## src/rtl/spi_bpl_master_if.sv

```systemverilog
// Command-side handshake and backplane SPI lines of spi_bpl_master, bundled so
// the master and its environment share one set of wires.
interface spi_bpl_master_if #(
  parameter int Nbit = 8
);
  logic            start;
  logic            wr;
  logic [6:0]      adr;
  logic [Nbit-1:0] wdata;
  logic            busy;
  logic            done;
  logic [Nbit-1:0] rdata;
  logic            cs;
  logic            sclk;
  logic            mosi;
  logic            miso;

  modport master (
    input  start, wr, adr, wdata, miso,
    output busy, done, rdata, cs, sclk, mosi
  );

  modport slave (
    output start, wr, adr, wdata, miso,
    input  busy, done, rdata, cs, sclk, mosi
  );
endinterface

```

## src/rtl/spi_bpl_master.sv

```systemverilog
// Mode-0 SPI master for the backplane register slaves: one 8-bit header
// (R/W, 7-bit address) followed by an Nbit data word, MSB first.
module spi_bpl_master #(
  parameter int Nbit    = 8,
  parameter int CLK_DIV = 4,
  parameter int CS_IDLE = 8
) (
  input  logic                clk,
  input  logic                rst,
  spi_bpl_master_if.master    io_bus
);

  localparam int T     = 8 + Nbit;
  localparam int CMAX  = (CLK_DIV > CS_IDLE) ? CLK_DIV : CS_IDLE;
  localparam int CW    = $clog2(CMAX + 1);
  localparam int BW    = $clog2(T + 1);

  typedef enum logic [2:0] {
    S_IDLE,
    S_SETUP,
    S_HIGH,
    S_LOW,
    S_HOLD,
    S_GAP,
    S_DONE
  } state_t;

  state_t          r_state;
  logic [CW-1:0]   r_cnt;
  logic [BW-1:0]   r_bitcnt;
  logic [T-1:0]    r_sh;
  logic [Nbit-1:0] r_rsh;
  logic [Nbit-1:0] r_rdata;
  logic            r_cs;
  logic            r_sclk;
  logic            r_mosi;
  logic            r_busy;
  logic            r_done;

  logic            w_div_end;
  logic            w_gap_end;

  assign w_div_end = (r_cnt == CW'(CLK_DIV - 1));
  assign w_gap_end = (r_cnt == CW'(CS_IDLE - 1));

  // Every wire-level output is a register so the slaves see glitch-free edges.
  always_ff @(posedge clk) begin
    if (rst) begin
      r_state  <= S_IDLE;
      r_cnt    <= '0;
      r_bitcnt <= '0;
      r_cs     <= 1'b1;
      r_sclk   <= 1'b0;
      r_mosi   <= 1'b1;
      r_busy   <= 1'b0;
      r_done   <= 1'b0;
      r_rdata  <= '0;
    end else begin
      r_done <= 1'b0;
      unique case (r_state)
        S_IDLE: begin
          if (io_bus.start) begin
            r_sh     <= {io_bus.wr, io_bus.adr, io_bus.wdata};
            r_bitcnt <= '0;
            r_cnt    <= '0;
            r_cs     <= 1'b0;
            r_busy   <= 1'b1;
            r_mosi   <= io_bus.wr;
            r_state  <= S_SETUP;
          end
        end
        S_SETUP, S_LOW: begin
          if (w_div_end) begin
            r_cnt   <= '0;
            r_sclk  <= 1'b1;
            r_state <= S_HIGH;
          end else begin
            r_cnt <= r_cnt + 1'b1;
          end
        end
        S_HIGH: begin
          // First high cycle: count the bit and capture miso once the header is past.
          if (r_cnt == '0) begin
            r_bitcnt <= r_bitcnt + 1'b1;
            if (r_bitcnt >= BW'(8)) begin
              r_rsh <= (r_rsh << 1) | Nbit'(io_bus.miso);
            end
          end
          if (w_div_end) begin
            r_cnt  <= '0;
            r_sclk <= 1'b0;
            if (r_bitcnt == BW'(T)) begin
              r_state <= S_HOLD;
            end else begin
              r_sh    <= r_sh << 1;
              r_mosi  <= r_sh[T-2];
              r_state <= S_LOW;
            end
          end else begin
            r_cnt <= r_cnt + 1'b1;
          end
        end
        S_HOLD: begin
          if (w_div_end) begin
            r_cnt   <= '0;
            r_cs    <= 1'b1;
            r_mosi  <= 1'b1;
            r_state <= S_GAP;
          end else begin
            r_cnt <= r_cnt + 1'b1;
          end
        end
        S_GAP: begin
          if (w_gap_end) begin
            r_cnt   <= '0;
            r_done  <= 1'b1;
            r_busy  <= 1'b0;
            r_rdata <= r_rsh;
            r_state <= S_DONE;
          end else begin
            r_cnt <= r_cnt + 1'b1;
          end
        end
        S_DONE: begin
          r_state <= S_IDLE;
        end
        default: begin
          r_state <= S_IDLE;
        end
      endcase
    end
  end

  assign io_bus.busy  = r_busy;
  assign io_bus.done  = r_done;
  assign io_bus.rdata = r_rdata;
  assign io_bus.cs    = r_cs;
  assign io_bus.sclk  = r_sclk;
  assign io_bus.mosi  = r_mosi;

endmodule

```

## src/flat_wrapper.sv

```systemverilog
// flat-port wrapper written by rule: the top's interface ports become plain ports
module spi_bpl_master_flat 
#(
  parameter int Nbit    = 8,
  parameter int CLK_DIV = 4,
  parameter int CS_IDLE = 8
)
  (clk, rst, io_bus_start, io_bus_wr, io_bus_adr, io_bus_wdata, io_bus_miso, io_bus_busy, io_bus_done, io_bus_rdata, io_bus_cs, io_bus_sclk, io_bus_mosi);
  spi_bpl_master_if #(.Nbit(Nbit)) io_bus_i ();
  input  logic clk;
  input  logic rst;
  input wire logic [$bits(io_bus_i.start)-1:0] io_bus_start;
  input wire logic [$bits(io_bus_i.wr)-1:0] io_bus_wr;
  input wire logic [$bits(io_bus_i.adr)-1:0] io_bus_adr;
  input wire logic [$bits(io_bus_i.wdata)-1:0] io_bus_wdata;
  input wire logic [$bits(io_bus_i.miso)-1:0] io_bus_miso;
  output wire logic [$bits(io_bus_i.busy)-1:0] io_bus_busy;
  output wire logic [$bits(io_bus_i.done)-1:0] io_bus_done;
  output wire logic [$bits(io_bus_i.rdata)-1:0] io_bus_rdata;
  output wire logic [$bits(io_bus_i.cs)-1:0] io_bus_cs;
  output wire logic [$bits(io_bus_i.sclk)-1:0] io_bus_sclk;
  output wire logic [$bits(io_bus_i.mosi)-1:0] io_bus_mosi;
  assign io_bus_i.start = io_bus_start;
  assign io_bus_i.wr = io_bus_wr;
  assign io_bus_i.adr = io_bus_adr;
  assign io_bus_i.wdata = io_bus_wdata;
  assign io_bus_i.miso = io_bus_miso;
  assign io_bus_busy = io_bus_i.busy;
  assign io_bus_done = io_bus_i.done;
  assign io_bus_rdata = io_bus_i.rdata;
  assign io_bus_cs = io_bus_i.cs;
  assign io_bus_sclk = io_bus_i.sclk;
  assign io_bus_mosi = io_bus_i.mosi;
  spi_bpl_master #(.Nbit(Nbit), .CLK_DIV(CLK_DIV), .CS_IDLE(CS_IDLE)) u_core (.clk(clk), .rst(rst), .io_bus(io_bus_i));
endmodule
```

## config.mk

```make
export PLATFORM = sky130hd
export DESIGN_NAME = spi_bpl_master_flat
export DESIGN_NICKNAME = d
export VERILOG_FILES = /design/src/rtl/spi_bpl_master_if.sv /design/src/rtl/spi_bpl_master.sv /design/src/flat_wrapper.sv
export SDC_FILE = /design/constraint.sdc
export NUM_CORES = 1
export LEC_CHECK = 0
export CAP_MARGIN = 20
export CORE_ASPECT_RATIO = 0.7
export CORE_MARGIN = 2
export CORE_UTILIZATION = 40
export CTS_BUF_LIST = sky130_fd_sc_hd__clkbuf_4 sky130_fd_sc_hd__clkbuf_8
export DETAILED_ROUTE_END_ITERATION = 10
export MAX_ROUTING_LAYER = met4
export REMOVE_ABC_BUFFERS = 1
export SYNTH_ARGS = -nofsm -noshare
export SYNTH_HDL_FRONTEND = slang
export SYNTH_SLANG_ARGS = --single-unit
export TNS_END_PERCENT = 5
```

## constraint.sdc

```tcl
create_clock -name clk -period 3.6 [get_ports clk]
set_input_delay 0.72 -clock clk [delete_from_list [all_inputs] [get_ports clk]]
set_output_delay 0.72 -clock clk [all_outputs]
set_load 0.02 [all_outputs]
```

# Word level (Yosys, flattened, before mapping)
# Cells that the tools add are included.
[word_totals] ff_bits=48 input_bits=20 output_inout_bits=13 word_cells=84
[op_classes] n_addsub=2 order_cmp=1 n_eq_ne=15 n_mux=31 bitwise=3 reduce_logical=21
[ops] cell="$mux W15" count=3
[ops] cell="$pmux W15 S2" count=1
[ops] cell="$mux W3" count=6
[ops] cell="$pmux W3 S5" count=1
[ops] cell="$reduce_and A5 Y1" count=3
[ops] cell="$mux W4" count=3
[ops] cell="$pmux W4 S3" count=1
[ops] cell="$reduce_and A3 Y1" count=4
[ops] cell="$mux W5" count=2
[ops] cell="$ne A2 B1 Y1 const B" count=5
[ops] cell="$pmux W5 S2" count=1
[ops] cell="$mux W1" count=9
[ops] cell="$or A8 B1 Y8" count=1
[ops] cell="$reduce_bool A2 Y1" count=4
[ops] cell="$eq A3 B2 Y1 const B" count=2
[ops] cell="$eq A3 B3 Y1 const B" count=2
[ops] cell="$pmux W1 S2" count=3
[ops] cell="$reduce_bool A3 Y1" count=2
[ops] cell="$add A5 B1 Y5 const B" count=1
[ops] cell="$eq A5 B5 Y1 const B" count=1
[ops] cell="$ge A5 B4 Y1 const B" count=1
[ops] cell="$add A4 B1 Y4 const B" count=1
[ops] cell="$eq A4 B2 Y1 const B" count=1
[ops] cell="$eq A4 B3 Y1 const B" count=1
[ops] cell="other kinds (10)" count=14

# Longest topological paths before layout
[depth] depth_word=4 ltp_mapped=6 depth_no_buf=6

# Worst setup path after synthesis
# No wires, ideal clock.
[synth_timing] kind="input -> register" startpoint="input port io_bus_start" endpoint="register u_core.r_sh[0], enable pin" setup_time_ps=426 arrival_ps=2435 required_time_ps=3174 slack_ps=740 path_stages=3 path_buffers=0 path_cell_list="and2b_2 > a31oi_1 > nor4_1"
[synth_via] elab_chain_cells=2
[synth_rtl] element="start: declaration" line_no="flat_wrapper.sv:12" text="input wire logic [$bits(io_bus_i.start)-1:0] io_bus_start;"
[synth_rtl] element="$ne A2 B2 Y1 (no line)"
[synth_rtl] element="$reduce_and A5 Y1 (no line)"
[synth_rtl] element="end signal: assignment" line_no="spi_bpl_master.sv:63" text="r_sh <= {io_bus.wr, io_bus.adr, io_bus.wdata};"
[synth_rtl] element="end signal: assignment" line_no="spi_bpl_master.sv:95" text="r_sh <= r_sh << 1;"
[synth_rtl] element="end: declaration" line_no="spi_bpl_master.sv:31" text="logic [T-1:0] r_sh;"
# Every way passes these cells.
# A chain may end at the register's enable or synchronous reset.

# Worst setup path after layout
[layout_timing] startpoint="register u_core.r_state[2]" endpoint="register u_core.r_rdata[6], in the netlist u_core.io_bus.rdata[6]"
[layout_via] elab_chain_cells=2
[layout_rtl] element="start: declaration" line_no="spi_bpl_master.sv:28" text="state_t r_state;"
[layout_rtl] element="start signal: assignment" line_no="spi_bpl_master.sv:49" text="r_state <= S_IDLE;"
[layout_rtl] element="start signal: assignment" line_no="spi_bpl_master.sv:69" text="r_state <= S_SETUP;"
[layout_rtl] element="start signal: assignment" line_no="spi_bpl_master.sv:76" text="r_state <= S_HIGH;"
[layout_rtl] element="$eq A3 B3 Y1" line_no="spi_bpl_master.sv:60" text="unique case (r_state)"
[layout_rtl] element="$reduce_and A2 Y1 (no line)"
[layout_rtl] element="end signal: assignment" line_no="spi_bpl_master.sv:118" text="r_rdata <= r_rsh;"
[layout_rtl] element="end: declaration" line_no="spi_bpl_master.sv:33" text="logic [Nbit-1:0] r_rdata;"
# Every way passes these cells.

==> flow_metrics.env <==
export IMPL_drtAntennaViolNets=0
export IMPL_die_width_um=92.9
export IMPL_reg2reg_from="u_core.r_state[2]$_SDFFE_PP0P_"
export IMPL_vias=1490
export IMPL_die_h_um=66.2
export IMPL_cap_viol_max_count=0
export IMPL_pwr_share_comb_pct=7.3
export IMPL_p_seq_share_pct=55.8
export IMPL_diodes=0
export IMPL_place_gp_congestion=0.812
export IMPL_syn_to_final_growth_pct=22.2
export IMPL_overflow=0
export IMPL_clockBufferDepth=2
export IMPL_ctsHoldBuffers=0
export IMPL_grt_max_degree=25
export IMPL_hold_violations=0
export IMPL_die_area_sq_um=6150
export IMPL_grt_first_pass_wirelength_mm=6.58
export IMPL_syn_area_sq_um=2210
export IMPL_worstSetupEndpoint="u_core.io_bus.rdata[6]$_SDFFE_PP0P_"
export IMPL_fillers=498
export IMPL_post_synth_cell_area_avg_sq_um=11.5
export IMPL_hold_depth=0
export IMPL_grt_use_total_pct=14.4
export IMPL_seq_area_frac_synth_pct=53.8
export IMPL_synthArstFlopShare_pct=0
export IMPL_crit_start="u_core.r_state[2]$_SDFFE_PP0P_"
export IMPL_pwr_share_clk_pct=36.8
export IMPL_start_kind="register"
export IMPL_htree_levels=2
export IMPL_cts_resized=0
export IMPL_route_detailed_drc=0
export IMPL_worst_slew_pin_slew_ps=757
export IMPL_hpwl_mm=2.68
export IMPL_finalSetupViolations=0
export IMPL_cts_root_buffer="clkbuf_8"
export IMPL_clock_skew_ps=7.10
export IMPL_end_kind="register"
export IMPL_final_max_slew_violation_count=0
export IMPL_synth_top_area_cell="edfxtp_1"
export IMPL_fmax_ghz=0.483
export IMPL_worstPathArrival_ps=2270
export IMPL_min_period_ps=2070
export IMPL_antenna_found_initial=0
export IMPL_synth_top_cell_area_share_pct=31.2
export IMPL_fin_nets=248
export IMPL_drt_wl_total_mm=3.88
export IMPL_worstPathRequired_ps=3790
export IMPL_reg2reg_to="u_core.io_bus.rdata[6]$_SDFFE_PP0P_"
export IMPL_yosys_top_cells_area="edfxtp_1 (31%), dfxtp_1 (23%), mux2_4 (4.8%)"
export IMPL_netSwitchingPower_w=0.000225
export IMPL_cellPowerDensity_nw_per_um2=393
export IMPL_first_global_vias=1394
export IMPL_finalPower_w=0.00106
export IMPL_tritoncts="done"
export IMPL_start_util_pct=41.9
export IMPL_numPortBuffers=32
export IMPL_switching_share_pct=21.2
export IMPL_ioPinCount=33
export IMPL_rrSetupSlack_ps=1530
export IMPL_wl_per_cell_um=13.1
export IMPL_ir_worst_vdd_mv=0.226
export IMPL_path_max_fanout=24
export IMPL_synth_seq_cells=48
export IMPL_drive_gt1_share_pct=11.1
export IMPL_numCtsBuffers=5
export IMPL_yosys_warnings=0
export IMPL_worstSetupPathType="reg -> reg"
export IMPL_syn_inst=193
export IMPL_drt_iter0_drc=42
export IMPL_insertion_delay_ps=300
export IMPL_cts_clk_slew_worst_paths_ps=90
export IMPL_rows=22
export IMPL_vias_per_cell=5.02
export IMPL_relSlewSlack_pct=49.5
export IMPL_outcome="finished clean"
export IMPL_clock_sinks=48
export IMPL_synth_edf_count=23
export IMPL_min_delay_path_class="reg -> reg"
export IMPL_tns_ps=0
export IMPL_rsz0062_at_grt="no"
export IMPL_timing_final_crit_share_pct=57.5
export IMPL_drtPass1Iterations=4
export IMPL_core_area_sq_um=5290
export IMPL_p_leak_nw=1.02
export IMPL_synth_ff_type="dfxtp_1"
export IMPL_p_int_w=0.000838
export IMPL_ys_types=48
export IMPL_post_cts_buffers=0
export IMPL_reg2reg_depth=3
## worst min-delay path by stage
stage / from / endpoint / slack (ps)
floorplan: u_core.r_rsh[0]$_DFFE_PP_ / u_core.r_rsh[1]$_DFFE_PP_ / 430
global placement: u_core.r_rsh[3]$_DFFE_PP_ / u_core.r_rsh[4]$_DFFE_PP_ / 430
finish: u_core.r_rsh[2]$_DFFE_PP_ / u_core.r_rsh[3]$_DFFE_PP_ / 450
detailed placement: u_core.r_rsh[3]$_DFFE_PP_ / u_core.r_rsh[4]$_DFFE_PP_ / 440
global route: u_core.r_rsh[2]$_DFFE_PP_ / u_core.r_rsh[3]$_DFFE_PP_ / 460
CTS: u_core.r_rsh[2]$_DFFE_PP_ / u_core.r_rsh[3]$_DFFE_PP_ / 460
## placed cells by master (no fill, tap or decap), types with 2 or more instances in the layout
cell and instances:
a21o_1 3, nand3b_1 3, clkinv_4 2, and2_1 2, clkdlybuf4s50_1 32, nor2b_1 3
edfxtp_1 23, nor3_1 6, nand3_1 2, nor2_1 24, clkbuf_8 5, mux2i_1 10
o21ai_1 3, a31oi_1 2, and3_1 2, nand2b_1 2, ha_1 4, nand4_1 2
o21ai_0 3, mux2_1 7, xor2_1 2, dfxtp_1 25, buf_4 4, or3_1 3
mux2_4 7, nand2_1 6, a21oi_1 13, inv_1 4
## cells by family (layout without fill, tap and decap cells)
logic type                 Yosys count  in the layout  synth area share, %
buffers and inverters               16             48                 3.96
adders and majority gates            4              4                 2.26
and+or+nand+nor                     65             65                 16.0
muxes                               24             24                 12.8
DFF                                 48             48                 53.8
AOI/OAI and AO/OA                   33             33                 9.90
xor gates and xnor gates             3              3                 1.19
## per-stage QoR
stage	setup slack [ps]	utilization [%]	hold WS [ps]	instance area, sq um	instances
after floorplan	730	-	426	2140	181
after global placement	1260	48.9	434	2590	289
after detailed placement	1220	48.9	435	2590	289
after CTS	1460	51.1	457	2700	297
after global routing	1240	51.1	456	2700	297
final	1530	51.1	451	2700	297
## flip-flops by register name (all words and copies together), names as in the netlist, 3 cells and up
register,cells
u_core.r_sh,15
u_core.io_bus.rdata,8
u_core.r_rsh,8
u_core.r_bitcnt,5
u_core.r_cnt,4
u_core.r_state,3
## worst max-delay path, cell delays in order (launching register included)
cell	delay (ps)
dfxtp_1	820
nand4_1	740
mux2i_1	350
nor2_1	60
## metal layers
metal / up-vias / wire length [um] / global-route usage [%]
met1: 700 / 2070 / 19.5
met2: 20 / 1610 / 20.2
met4: 0 / 44 / 4.23
met3: 6 / 147 / 5.13
met5: - / 0 / -
li1: 764 / - / -
## Yosys cell counts (all sizes together), types with 2 or more instances
cell type / count
xor2: 2
edfxtp: 23
o211ai: 2
nor4: 2
mux2: 14
nand2b: 2
nor2: 25
o21ai: 6
nand3: 2
nand3b: 3
inv: 4
a21o: 3
nor2b: 3
and2: 3
nand2: 6
dfxtp: 25
clkbuf: 2
or3: 3
buf: 10
a21oi: 13
ha: 4
nor3: 6
and2b: 2
and3: 2
nand4: 2
mux2i: 10
a31oi: 2
## area by class of cell
type                    count  area, sq um  share of cell area [%]
inverters                   4         15.0                   0.556
flip-flops and latches     48         1190                    44.1
clock buffers               5         68.8                    2.55
well taps                  72         90.1                    3.33
clock inverters             3         47.5                    1.76
repair buffers             36          350                    13.0
multi-input cells         129          940                    34.8
## power by group through the flow
stage,Combinational [W],Clock (W),Sequential [W]
final,0.0000781,0.000391,0.000593
after global routing,0.0000857,0.000428,0.000596
after CTS,0.0000788,0.000403,0.000594
after global placement,0.0000783,0,0.000606
after floorplan,0.0000353,0,0.000607
after detailed placement,0.0000783,0,0.000606
Power figures use the tool's default switching activity.
